## src/rtl/quantized_multiplier_gen.sv

```systemverilog
// quantized_multiplier_gen: turns three fp32 scales (s_in, s_w, s_out) into the
// (quantized_multiplier, shift) pair consumed by the int32->int8 requantizer.
// The effective scale m = s_in*s_w/s_out is formed with a 24x24 mantissa
// product followed by a 34-cycle serial restoring divider, then normalised to
// a Q0.31 multiplier plus a signed power-of-two shift.
//
// Handshake: a transfer happens on a rising clk edge where valid and ready
// are both high. in_ready is high only in IDLE, and the scale triple is
// captured at the accepting edge. out_valid is high only in DONE. The result
// and flags stay stable until out_ready is seen, and then the block returns
// to IDLE. Upstream must hold its inputs while in_valid is high and
// in_ready is low.
module quantized_multiplier_gen (
    input  logic        clk,
    input  logic        rst,
    input  logic        in_valid,
    output logic        in_ready,
    input  logic [31:0] s_in,
    input  logic [31:0] s_w,
    input  logic [31:0] s_out,
    output logic        out_valid,
    input  logic        out_ready,
    output logic [31:0] quantized_multiplier,
    output logic [31:0] shift,
    output logic        err,
    output logic        sat,
    output logic [2:0]  dbg_state
);

    // Quotient bits produced by the divider, one per DIV cycle. Fixed by the
    // operand ranges: (P<<9)/Mo always lies below 2^34.
    localparam int DIV_BITS = 34;
    localparam logic [5:0] DIV_LAST = 6'(DIV_BITS - 1);

    // Legal window for the final shift before clamping.
    localparam logic signed [11:0] SH_MIN = -12'sd31;
    localparam logic signed [11:0] SH_MAX = 12'sd30;

    typedef enum logic [2:0] {
        S_IDLE   = 3'd0,
        S_UNPACK = 3'd1,
        S_MUL    = 3'd2,
        S_DIV    = 3'd3,
        S_NORM   = 3'd4,
        S_DONE   = 3'd5
    } state_t;

    state_t state_q, state_d;

    // Raw scale triple captured at the accepting edge.
    logic [31:0] sin_q, sin_d;
    logic [31:0] sw_q, sw_d;
    logic [31:0] sout_q, sout_d;

    // Unpacked mantissas (hidden one restored) and biased exponents.
    logic [23:0] mi_q, mi_d;
    logic [23:0] mw_q, mw_d;
    logic [23:0] mo_q, mo_d;
    logic [7:0]  ei_q, ei_d;
    logic [7:0]  ew_q, ew_d;
    logic [7:0]  eo_q, eo_d;

    // Special-case flags decided in UNPACK and carried to NORM.
    logic        bad_q, bad_d;
    logic        zero_q, zero_d;

    // Divider state: partial remainder, unconsumed dividend bits, quotient.
    logic [23:0] rem_q, rem_d;
    logic [33:0] dvd_q, dvd_d;
    logic [33:0] quo_q, quo_d;
    logic [5:0]  cnt_q, cnt_d;

    // Registered outputs, loaded only on entry to DONE.
    logic [31:0] qm_q, qm_d;
    logic [31:0] shift_q, shift_d;
    logic        err_q, err_d;
    logic        sat_q, sat_d;

    // Datapath helpers.
    logic [47:0] prod;
    logic [24:0] rem_sh;
    logic        rem_ge;
    logic [23:0] rem_next;

    // Normalisation results.
    logic [1:0]  nrm_s1;
    logic [30:0] nrm_mant;
    logic        nrm_rb;
    logic [31:0] nrm_rnd;
    logic [2:0]  nrm_s1f;
    logic [31:0] nrm_qv;
    logic [11:0] nrm_sh;
    logic [31:0] nrm_qm;
    logic [31:0] nrm_shift;
    logic        nrm_err;
    logic        nrm_sat;

    // Mantissa product and one restoring-division step (trial subtract).
    always_comb begin
        prod     = {24'd0, mi_q} * {24'd0, mw_q};
        rem_sh   = {rem_q, dvd_q[33]};
        rem_ge   = (rem_sh >= {1'b0, mo_q});
        rem_next = rem_ge ? 24'(rem_sh - {1'b0, mo_q}) : rem_sh[23:0];
    end

    // Normalise the quotient to Q0.31, round, derive the shift and clamp it.
    always_comb begin
        nrm_s1    = 2'd0;
        nrm_mant  = quo_q[31:1];
        nrm_rb    = quo_q[0];
        nrm_rnd   = 32'd0;
        nrm_s1f   = 3'd0;
        nrm_qv    = 32'd0;
        nrm_sh    = 12'd0;
        nrm_qm    = 32'd0;
        nrm_shift = 32'd0;
        nrm_err   = 1'b0;
        nrm_sat   = 1'b0;

        // Leading one sits at bit 31, 32 or 33.
        if (quo_q[33]) begin
            nrm_s1   = 2'd2;
            nrm_mant = quo_q[33:3];
            nrm_rb   = quo_q[2];
        end else if (quo_q[32]) begin
            nrm_s1   = 2'd1;
            nrm_mant = quo_q[32:2];
            nrm_rb   = quo_q[1];
        end

        // Round half up on the most significant dropped bit.
        nrm_rnd = {1'b0, nrm_mant} + {31'd0, nrm_rb};
        if (nrm_rnd == 32'h8000_0000) begin
            // Rounding carried out of Q0.31: renormalise by one position.
            nrm_qv  = 32'h4000_0000;
            nrm_s1f = {1'b0, nrm_s1} + 3'd1;
        end else begin
            nrm_qv  = nrm_rnd;
            nrm_s1f = {1'b0, nrm_s1};
        end

        nrm_sh = {9'd0, nrm_s1f} + {4'd0, ei_q} + {4'd0, ew_q}
               - {4'd0, eo_q} - 12'd127;

        if (bad_q) begin
            nrm_err = 1'b1;
        end else if (zero_q) begin
            nrm_qm = 32'd0;
        end else if ($signed(nrm_sh) < SH_MIN) begin
            // Scale too small to represent: flush to zero.
            nrm_qm = 32'd0;
        end else if ($signed(nrm_sh) > SH_MAX) begin
            nrm_qm    = 32'h7FFF_FFFF;
            nrm_shift = 32'd30;
            nrm_sat   = 1'b1;
        end else begin
            nrm_qm    = nrm_qv;
            nrm_shift = {{20{nrm_sh[11]}}, nrm_sh};
        end
    end

    // Next-state and next-register values for the sequencing FSM.
    always_comb begin
        state_d = state_q;
        sin_d   = sin_q;
        sw_d    = sw_q;
        sout_d  = sout_q;
        mi_d    = mi_q;
        mw_d    = mw_q;
        mo_d    = mo_q;
        ei_d    = ei_q;
        ew_d    = ew_q;
        eo_d    = eo_q;
        bad_d   = bad_q;
        zero_d  = zero_q;
        rem_d   = rem_q;
        dvd_d   = dvd_q;
        quo_d   = quo_q;
        cnt_d   = cnt_q;
        qm_d    = qm_q;
        shift_d = shift_q;
        err_d   = err_q;
        sat_d   = sat_q;

        unique case (state_q)
            S_IDLE: begin
                if (in_valid) begin
                    sin_d   = s_in;
                    sw_d    = s_w;
                    sout_d  = s_out;
                    state_d = S_UNPACK;
                end
            end
            S_UNPACK: begin
                mi_d = {1'b1, sin_q[22:0]};
                mw_d = {1'b1, sw_q[22:0]};
                mo_d = {1'b1, sout_q[22:0]};
                ei_d = sin_q[30:23];
                ew_d = sw_q[30:23];
                eo_d = sout_q[30:23];
                // Negative, Inf/NaN, or a zero divisor cannot be encoded.
                bad_d = sin_q[31] | sw_q[31] | sout_q[31]
                      | (&sin_q[30:23]) | (&sw_q[30:23]) | (&sout_q[30:23])
                      | (sout_q[30:23] == 8'd0);
                // Zero/denormal numerator factor gives a zero multiplier.
                zero_d  = (sin_q[30:23] == 8'd0) | (sw_q[30:23] == 8'd0);
                state_d = S_MUL;
            end
            S_MUL: begin
                // Dividend is P<<9. Its top 23 bits are already below Mo,
                // so they seed the remainder and 34 steps remain.
                rem_d   = {1'b0, prod[47:25]};
                dvd_d   = {prod[24:0], 9'd0};
                quo_d   = 34'd0;
                cnt_d   = 6'd0;
                state_d = S_DIV;
            end
            S_DIV: begin
                rem_d = rem_next;
                dvd_d = {dvd_q[32:0], 1'b0};
                quo_d = {quo_q[32:0], rem_ge};
                cnt_d = cnt_q + 6'd1;
                if (cnt_q == DIV_LAST) begin
                    state_d = S_NORM;
                end
            end
            S_NORM: begin
                qm_d    = nrm_qm;
                shift_d = nrm_shift;
                err_d   = nrm_err;
                sat_d   = nrm_sat;
                state_d = S_DONE;
            end
            S_DONE: begin
                if (out_ready) begin
                    state_d = S_IDLE;
                end
            end
            default: begin
                state_d = S_IDLE;
            end
        endcase
    end

    // State and datapath registers with synchronous active-low reset.
    always_ff @(posedge clk) begin
        if (!rst) begin
            state_q <= S_IDLE;
            sin_q   <= 32'd0;
            sw_q    <= 32'd0;
            sout_q  <= 32'd0;
            mi_q    <= 24'd0;
            mw_q    <= 24'd0;
            mo_q    <= 24'd0;
            ei_q    <= 8'd0;
            ew_q    <= 8'd0;
            eo_q    <= 8'd0;
            bad_q   <= 1'b0;
            zero_q  <= 1'b0;
            rem_q   <= 24'd0;
            dvd_q   <= 34'd0;
            quo_q   <= 34'd0;
            cnt_q   <= 6'd0;
            qm_q    <= 32'd0;
            shift_q <= 32'd0;
            err_q   <= 1'b0;
            sat_q   <= 1'b0;
        end else begin
            state_q <= state_d;
            sin_q   <= sin_d;
            sw_q    <= sw_d;
            sout_q  <= sout_d;
            mi_q    <= mi_d;
            mw_q    <= mw_d;
            mo_q    <= mo_d;
            ei_q    <= ei_d;
            ew_q    <= ew_d;
            eo_q    <= eo_d;
            bad_q   <= bad_d;
            zero_q  <= zero_d;
            rem_q   <= rem_d;
            dvd_q   <= dvd_d;
            quo_q   <= quo_d;
            cnt_q   <= cnt_d;
            qm_q    <= qm_d;
            shift_q <= shift_d;
            err_q   <= err_d;
            sat_q   <= sat_d;
        end
    end

    assign in_ready             = (state_q == S_IDLE);
    assign out_valid            = (state_q == S_DONE);
    assign quantized_multiplier = qm_q;
    assign shift                = shift_q;
    assign err                  = err_q;
    assign sat                  = sat_q;
    assign dbg_state            = state_q;

endmodule

```

## config.mk

```make
export PLATFORM = sky130hd
export DESIGN_NAME = quantized_multiplier_gen
export DESIGN_NICKNAME = d
export VERILOG_FILES = /design/src/rtl/quantized_multiplier_gen.sv
export SDC_FILE = /design/constraint.sdc
export NUM_CORES = 2
export LEC_CHECK = 0
export ABC_AREA = 0
export ABC_CLOCK_PERIOD_IN_PS = 9700
export BUFFER_PORTS_ARGS = -buffer_cell sky130_fd_sc_hd__buf_2
export CAP_MARGIN = 0
export CELL_PAD_IN_SITES_DETAIL_PLACEMENT = 1
export CELL_PAD_IN_SITES_GLOBAL_PLACEMENT = 1
export CORE_ASPECT_RATIO = 1.75
export CORE_UTILIZATION = 49
export CTS_CLUSTER_DIAMETER = 60
export DETAILED_ROUTE_END_ITERATION = 10
export GPL_ROUTABILITY_DRIVEN = 0
export GPL_TIMING_DRIVEN = 0
export PLACE_DENSITY = 0.79
export SYNTH_ARGS = -nofsm -noshare
export SYNTH_HDL_FRONTEND = slang
export SYNTH_SLANG_ARGS = --single-unit
```

## constraint.sdc

```tcl
create_clock -name clk -period 9.7 [get_ports clk]
set_clock_uncertainty 0.15 [all_clocks]
set_input_delay 1.455 -clock clk [delete_from_list [all_inputs] [get_ports clk]]
set_output_delay 1.455 -clock clk [all_outputs]
set_load 0.03 [all_outputs]
```

After elaboration in Yosys (flattened, before gate mapping)
Index checks and enable logic that the tools add are counted.
{"block": "totals", "regBits": 361, "in_bits": 100, "output_inout_bits": 71}
{"block": "classes", "add_sub_neg": 8, "n_mul": 1, "n_lt_le_gt_ge": 3, "eq_ne": 10, "n_mux": 30, "n_bitwise": 7, "reduce_logical": 10}
{"op": "32-bit two-way mux", "count": 9}
{"op": "34-bit one-hot mux with 2 select lines", "count": 2}
{"op": "31-bit two-way mux", "count": 2}
{"op": "24-bit by 24-bit multiplier with 48-bit output", "count": 1}
{"op": "24-bit one-hot mux with 2 select lines", "count": 1}
{"op": "31-bit by 1-bit adder with 32-bit output", "count": 1}
{"op": "32-bit equality test, second input constant", "count": 1}
{"op": "25-bit by 24-bit greater-or-equal comparator with 1-bit output", "count": 1}
{"op": "8-bit logical NOT", "count": 3}
{"op": "24-bit two-way mux", "count": 1}
{"op": "8-bit AND reduction", "count": 3}
{"op": "24-bit subtractor", "count": 1}
{"op": "3-bit one-hot mux with 6 select lines", "count": 1}
{"op": "12-bit by 6-bit > comparator with 1-bit output, second input constant", "count": 1}
{"op": "12-bit by 6-bit < comparator with 1-bit output, second input constant", "count": 1}
{"op": "3-bit two-way mux", "count": 4}
{"op": "6-bit one-hot mux with 2 select lines", "count": 1}
{"op": "11-bit by 8-bit subtractor with 12-bit output, second input constant", "count": 1}
{"op": "10-bit by 8-bit subtractor with 11-bit output", "count": 1}
{"op": "9-bit by 8-bit adder with 10-bit output", "count": 1}
{"op": "3-bit by 8-bit adder with 9-bit output", "count": 1}
{"op": "1-bit two-way mux", "count": 8}
{"op": "1-bit OR", "count": 7}
{"op": "6-bit by 1-bit adder with 6-bit output, second input constant", "count": 1}
{"op": "other kinds (12)", "count": 15}

Logic depth before layout (Yosys ltp)
{"block": "logic_depth", "depth_word": 14, "depth_mapped": 33, "ltp_nobuf": 25}

Worst setup path before layout
Ideal clock, no wire load.
{"block": "synth_timing", "path_type": "register -> register", "startpoint": "register quo_q[32]", "endpoint": "register qm_q[11] (netlist: quantized_multiplier[11])", "arrival_time_ps": 6980, "required_time_ps": 9489, "path_slack_ps": 2509, "stages_incl_launch_ff": 31, "n_path_buf": 7, "period_less_slack_ps": 7191, "cell_sequence": "dfxtp_1 -> buf_6 -> buf_6 -> buf_4 -> buf_1 -> buf_1 -> mux2i_1 -> o21ai_0 -> ha_1 -> ha_1 -> nand3_1 -> a21oi_1 -> xnor2_1 -> or4_1 -> or2_4 -> xnor2_1 -> fa_1 -> inv_1 -> ha_1 -> inv_1 -> fa_1 -> nor3_1 -> o2111a_1 -> o21ai_0 -> a31o_2 -> a311oi_1 -> and2_4 -> buf_6 -> buf_6 -> a22oi_2 -> nand2_1"}
{"block": "synth_via", "elab_chain_len": 14, "elab_cells_between_ends": 21, "classes_between": "add/sub: 6; order compare: 2; eq/ne: 1; mux: 12"}
{"item": "from (decl)", "line_no": "70", "rtl": "logic [33:0] quo_q, quo_d;"}
{"item": "from (signal assigned)", "line_no": "283", "rtl": "quo_q <= quo_d;"}
{"item": "31-bit two-way mux or 1-bit two-way mux (tied branches)", "line_no": "125", "rtl": "end else if (quo_q[32]) begin"}
{"item": "31-bit two-way mux or 1-bit two-way mux (tied branches)", "line_no": "121", "rtl": "if (quo_q[33]) begin"}
{"item": "31-bit by 1-bit adder with 32-bit output", "line_no": "132", "rtl": "nrm_rnd = {1'b0, nrm_mant} + {31'd0, nrm_rb};"}
{"item": "32-bit equality test", "line_no": "133", "rtl": "if (nrm_rnd == 32'h8000_0000) begin"}
{"item": "3-bit two-way mux", "line_no": "133"}
{"item": "3-bit by 8-bit adder with 9-bit output", "line_no": "142", "rtl": "nrm_sh = {9'd0, nrm_s1f} + {4'd0, ei_q} + {4'd0, ew_q}"}
{"item": "9-bit by 8-bit adder with 10-bit output", "line_no": "142"}
{"item": "10-bit by 8-bit subtractor with 11-bit output", "line_no": "143", "rtl": "- {4'd0, eo_q} - 12'd127;"}
{"item": "11-bit by 8-bit subtractor with 12-bit output", "line_no": "143"}
{"item": "12-bit by 6-bit > comparator with 1-bit output", "line_no": "152", "rtl": "end else if ($signed(nrm_sh) > SH_MAX) begin"}
{"item": "32-bit two-way mux", "line_no": "152"}
{"item": "32-bit two-way mux (*)", "line_no": "149", "rtl": "end else if ($signed(nrm_sh) < SH_MIN) begin"}
{"item": "32-bit two-way mux (*)", "line_no": "147", "rtl": "end else if (zero_q) begin"}
{"item": "32-bit two-way mux (*)", "line_no": "145", "rtl": "if (bad_q) begin"}
{"item": "to (signal assigned)", "line_no": "285", "rtl": "qm_q <= qm_d;"}
{"item": "to (decl)", "line_no": "74", "rtl": "logic [31:0] qm_q, qm_d;"}
Every way passes the cells marked *; elsewhere a longest branch is shown, timed or not.
A chain may end at the register's enable or synchronous reset.

Worst setup path after layout
{"block": "layout_timing", "startpoint": "register mw_q[7]", "endpoint": "register rem_q[21]"}
{"block": "layout_via", "elab_chain_len": 2}
{"item": "from (decl)", "line_no": "57", "rtl": "logic [23:0] mw_q, mw_d;"}
{"item": "from (signal assigned)", "line_no": "274", "rtl": "mw_q <= mw_d;"}
{"item": "24-bit by 24-bit multiplier with 48-bit output", "line_no": "100", "rtl": "prod = {24'd0, mi_q} * {24'd0, mw_q};"}
{"item": "24-bit one-hot mux with 2 select lines", "line_no": "185", "rtl": "unique case (state_q)"}
{"item": "to (signal assigned)", "line_no": "281", "rtl": "rem_q <= rem_d;"}
{"item": "to (decl)", "line_no": "68", "rtl": "logic [23:0] rem_q, rem_d;"}
No other way between the ends.

==> flow_metrics.tcl <==
set metrics [dict create \
    clock-sinks 330 \
    clkLatencyLatePin_ns 0.59 \
    min_delay_path_depth 2 \
    power.density_nw_per_um2 95.1 \
    die_h_um 354 \
    layout.core_utilization 0.539 \
    htreeDepth 1 \
    vdd_ir_drop_max_v 0.000169 \
    asyncSetResetFlopFracSynth 0 \
    netlist-cell-type-count 88 \
    worstHoldPathType "reg2reg" \
    io_pins 171 \
    slew_headroom 0.134 \
    maxCapViolCount 0 \
    syn-num-nets 5031 \
    cts-root-buf "sky130_fd_sc_hd__clkbuf_16" \
    final_cell_mix "973 x sky130_fd_sc_hd__nand2_1, 566 x sky130_fd_sc_hd__inv_1, 494 x sky130_fd_sc_hd__fa_1" \
    final_common_cell "sky130_fd_sc_hd__nand2_1" \
    grt_max_degree 23 \
    detail_route.wirelength_mm 128 \
    syn-instance-count 4217 \
    final_layout_size_suffix_gt1_frac 0.0635 \
    first_global_vias 33700 \
    ff2ff_path_depth 23 \
    port_buffers 170 \
    cp_data_arrival_time_ns 9.69 \
    viasPerCell 5.68 \
    synth-edff-count 0 \
    grt_setup_unrepaired "false" \
    initial_core_util 0.497 \
    globalRoute.totalOverflow 0 \
    nNetsFinal 5232 \
    detailroute.via_count 30400 \
    sequential_area_share_after_synthesis 0.191 \
    fin_crit_sh 0.960 \
    routedWlPerCell_um 23.9 \
    grt_first_pass_wirelength_mm 195 \
    crit_path_start_kind "flop" \
    yosys.area.top_type "sky130_fd_sc_hd__fa_1" \
    crit_path_end_kind "flop" \
    grt_use_total 0.363 \
    critPathMaxFanout 10 \
    finalMaxSlewViolations 0 \
    fin_setup_tns_ns 0 \
    antenna_found_initial 13 \
    criticalPathCategory "reg2reg" \
    mappedNetlistArea_um2 34600 \
    tritoncts "done" \
    drt_drc_violations_left 0 \
    final_antenna_net_count 0 \
    status "completed" \
    drt_first_pass_iters 7 \
    clk_path_buf_depth 3 \
    synth.avg_cell_area_um2 8.21 \
    report.final.setup_viol 0 \
    clk_transition_reported_paths_ns 0.08 \
    timing.hold.ws_ns 0.293 \
    floorplan.core_area_um2 69700 \
    layout_min_cycle_time_ns 9.32 \
    number_of_drc_markers_after_the_initial_detailed_route_iteration 1463 \
    synthTopCellsByArea "sky130_fd_sc_hd__fa_1 29%, sky130_fd_sc_hd__dfxtp_1 19%, sky130_fd_sc_hd__nand2_1 11%, sky130_fd_sc_hd__ha_1 8.0%, sky130_fd_sc_hd__inv_1 6.1%" \
    design.die.area_um2 71800 \
    cp_data_required_time_ns 10.08 \
    tightest_slew_ns 1.29 \
    die_width_um 203 \
    flow.area_growth_from_synthesis_pct 8.54 \
    power_leakage_nw 16.4 \
    yosysWarningCount 0 \
    ys_seq_elements 330 \
    most_common_flop_cell_mapped_by_yosys "sky130_fd_sc_hd__dfxtp_1" \
    synthDominantCellAreaShare 0.286 \
    num_rows 128 \
    dp_hpwl_mm 106 \
    fmax_ghz 0.107 \
    cts_buffers 29 \
    timing.final.hold_violations 0 \
]
## cells by family (layout without fill, tap and decap cells)
family,after synthesis,after routing,share of synthesized area
buffers and inverters,850,1071,0.0954
AOI/OAI and AO/OA,665,665,0.115
and+or+nand+nor,1490,1490,0.188
other,1,5,0.000108
adders and majority gates,715,715,0.365
DFF,330,330,0.191
muxes,61,61,0.0181
xor gates and xnor gates,105,105,0.0266
## area by class of cell
class                           count  area, um^2
Antenna cell                        4        10.0
Buffer                            283        1170
Clock buffer                       39         803
Clock inverter                     12         143
Fill cell                        8699       32100
Inverter                          567        2130
Multi-Input combinational cell   3037       24700
Sequential cell                   330        6610
Tap cell                          910        1140
Timing Repair Buffer              170         851
## routing by layer
layer,part of all wire,up-vias,GRT usage
met3,0.047,514,0.0573
met1,0.32,15300,0.342
met5,0.00087,-,0
met4,0.11,16,0.340
met2,0.52,923,0.662
li1,-,13700,-
## synthesized netlist by cell type (all sizes together) (8+ instances only)
| cell type | instances |
|---|---|
| clkbuf | 241 |
| a21o | 37 |
| o211ai | 22 |
| nand4 | 20 |
| a211oi | 21 |
| mux2i | 52 |
| and2 | 194 |
| nand3 | 64 |
| o21ai | 101 |
| buf | 42 |
| nor2 | 126 |
| and3 | 14 |
| o21bai | 9 |
| nand2 | 973 |
| a21oi | 343 |
| inv | 567 |
| nand2b | 12 |
| ha | 220 |
| xor2 | 37 |
| or3 | 8 |
| nor3 | 32 |
| nor2b | 13 |
| a22oi | 41 |
| xnor2 | 68 |
| nor4 | 13 |
| fa | 494 |
| a31oi | 23 |
| dfxtp | 330 |
| mux2 | 9 |
## report_power, final
| group | internal [mW] | switching (mW) | total, mW |
|---|---|---|---|
| clock | 0.639 | 0.561 | 1.20 |
| sequential | 1.41 | 0.0655 | 1.48 |
| combinational | 0.301 | 0.593 | 0.894 |
| total | 2.35 | 1.22 | 3.57 |
## stage by stage
step	std cells	area (um^2)	setup slack [ns]	total power, mW
finish	5352	37600	0.384	3.57
global route	5350	37600	0.0161	3.72
CTS	5348	37600	0.320	3.58
detailed placement	5297	36600	0.394	2.39
global placement	5297	36600	0.563	2.37
floorplan	4217	34600	2.51	2.07
## repair_timing
action                                 in CTS  in global routing
hold buffers                                0                  0
resized for setup                           0                  2
endpoints found under the hold margin       0                  0
setup endpoints to repair                   0                 35
setup buffers                               0                  0
## worst paths after layout
kind	slack [ns]	from	end
max	0.38	mw_q[7]	rem_q[21]
min	0.29	quantized_multiplier[31]	quantized_multiplier[31]
max reg2reg	0.38	mw_q[7]	rem_q[21]
min reg2reg	0.29	quantized_multiplier[31]	quantized_multiplier[31]
## critical path: stages (launching register included)
cell and delay [ns]:
sky130_fd_sc_hd__dfxtp_1 0.31, sky130_fd_sc_hd__clkbuf_1 0.84, sky130_fd_sc_hd__clkbuf_1 0.59, sky130_fd_sc_hd__nand2_1 0.16, sky130_fd_sc_hd__fa_1 0.54, sky130_fd_sc_hd__inv_1 0.06
sky130_fd_sc_hd__fa_1 0.49, sky130_fd_sc_hd__fa_1 0.53, sky130_fd_sc_hd__fa_1 0.45, sky130_fd_sc_hd__fa_1 0.58, sky130_fd_sc_hd__fa_1 0.45, sky130_fd_sc_hd__fa_1 0.54
sky130_fd_sc_hd__ha_1 0.30, sky130_fd_sc_hd__clkbuf_1 0.35, sky130_fd_sc_hd__a21o_1 0.28, sky130_fd_sc_hd__a311oi_1 0.08, sky130_fd_sc_hd__o31a_1 0.33, sky130_fd_sc_hd__a211o_1 0.35
sky130_fd_sc_hd__a2111oi_0 0.79, sky130_fd_sc_hd__o311a_1 0.37, sky130_fd_sc_hd__o221ai_1 0.17, sky130_fd_sc_hd__xnor2_1 0.23, sky130_fd_sc_hd__nand2_1 0.09, sky130_fd_sc_hd__a31oi_1 0.18
## sequential cells by signal, summed over array words and instances, names as in the netlist, 8 cells and up
| name | flops |
|---|---|
| sin_q | 32 |
| ew_q | 8 |
| mw_q | 23 |
| quantized_multiplier | 32 |
| sw_q | 32 |
| eo_q | 8 |
| quo_q | 34 |
| shift | 12 |
| dvd_q | 25 |
| rem_q | 24 |
| ei_q | 8 |
| mi_q | 24 |
| sout_q | 32 |
| mo_q | 23 |
No activity file was read; power rests on OpenSTA's default activity.
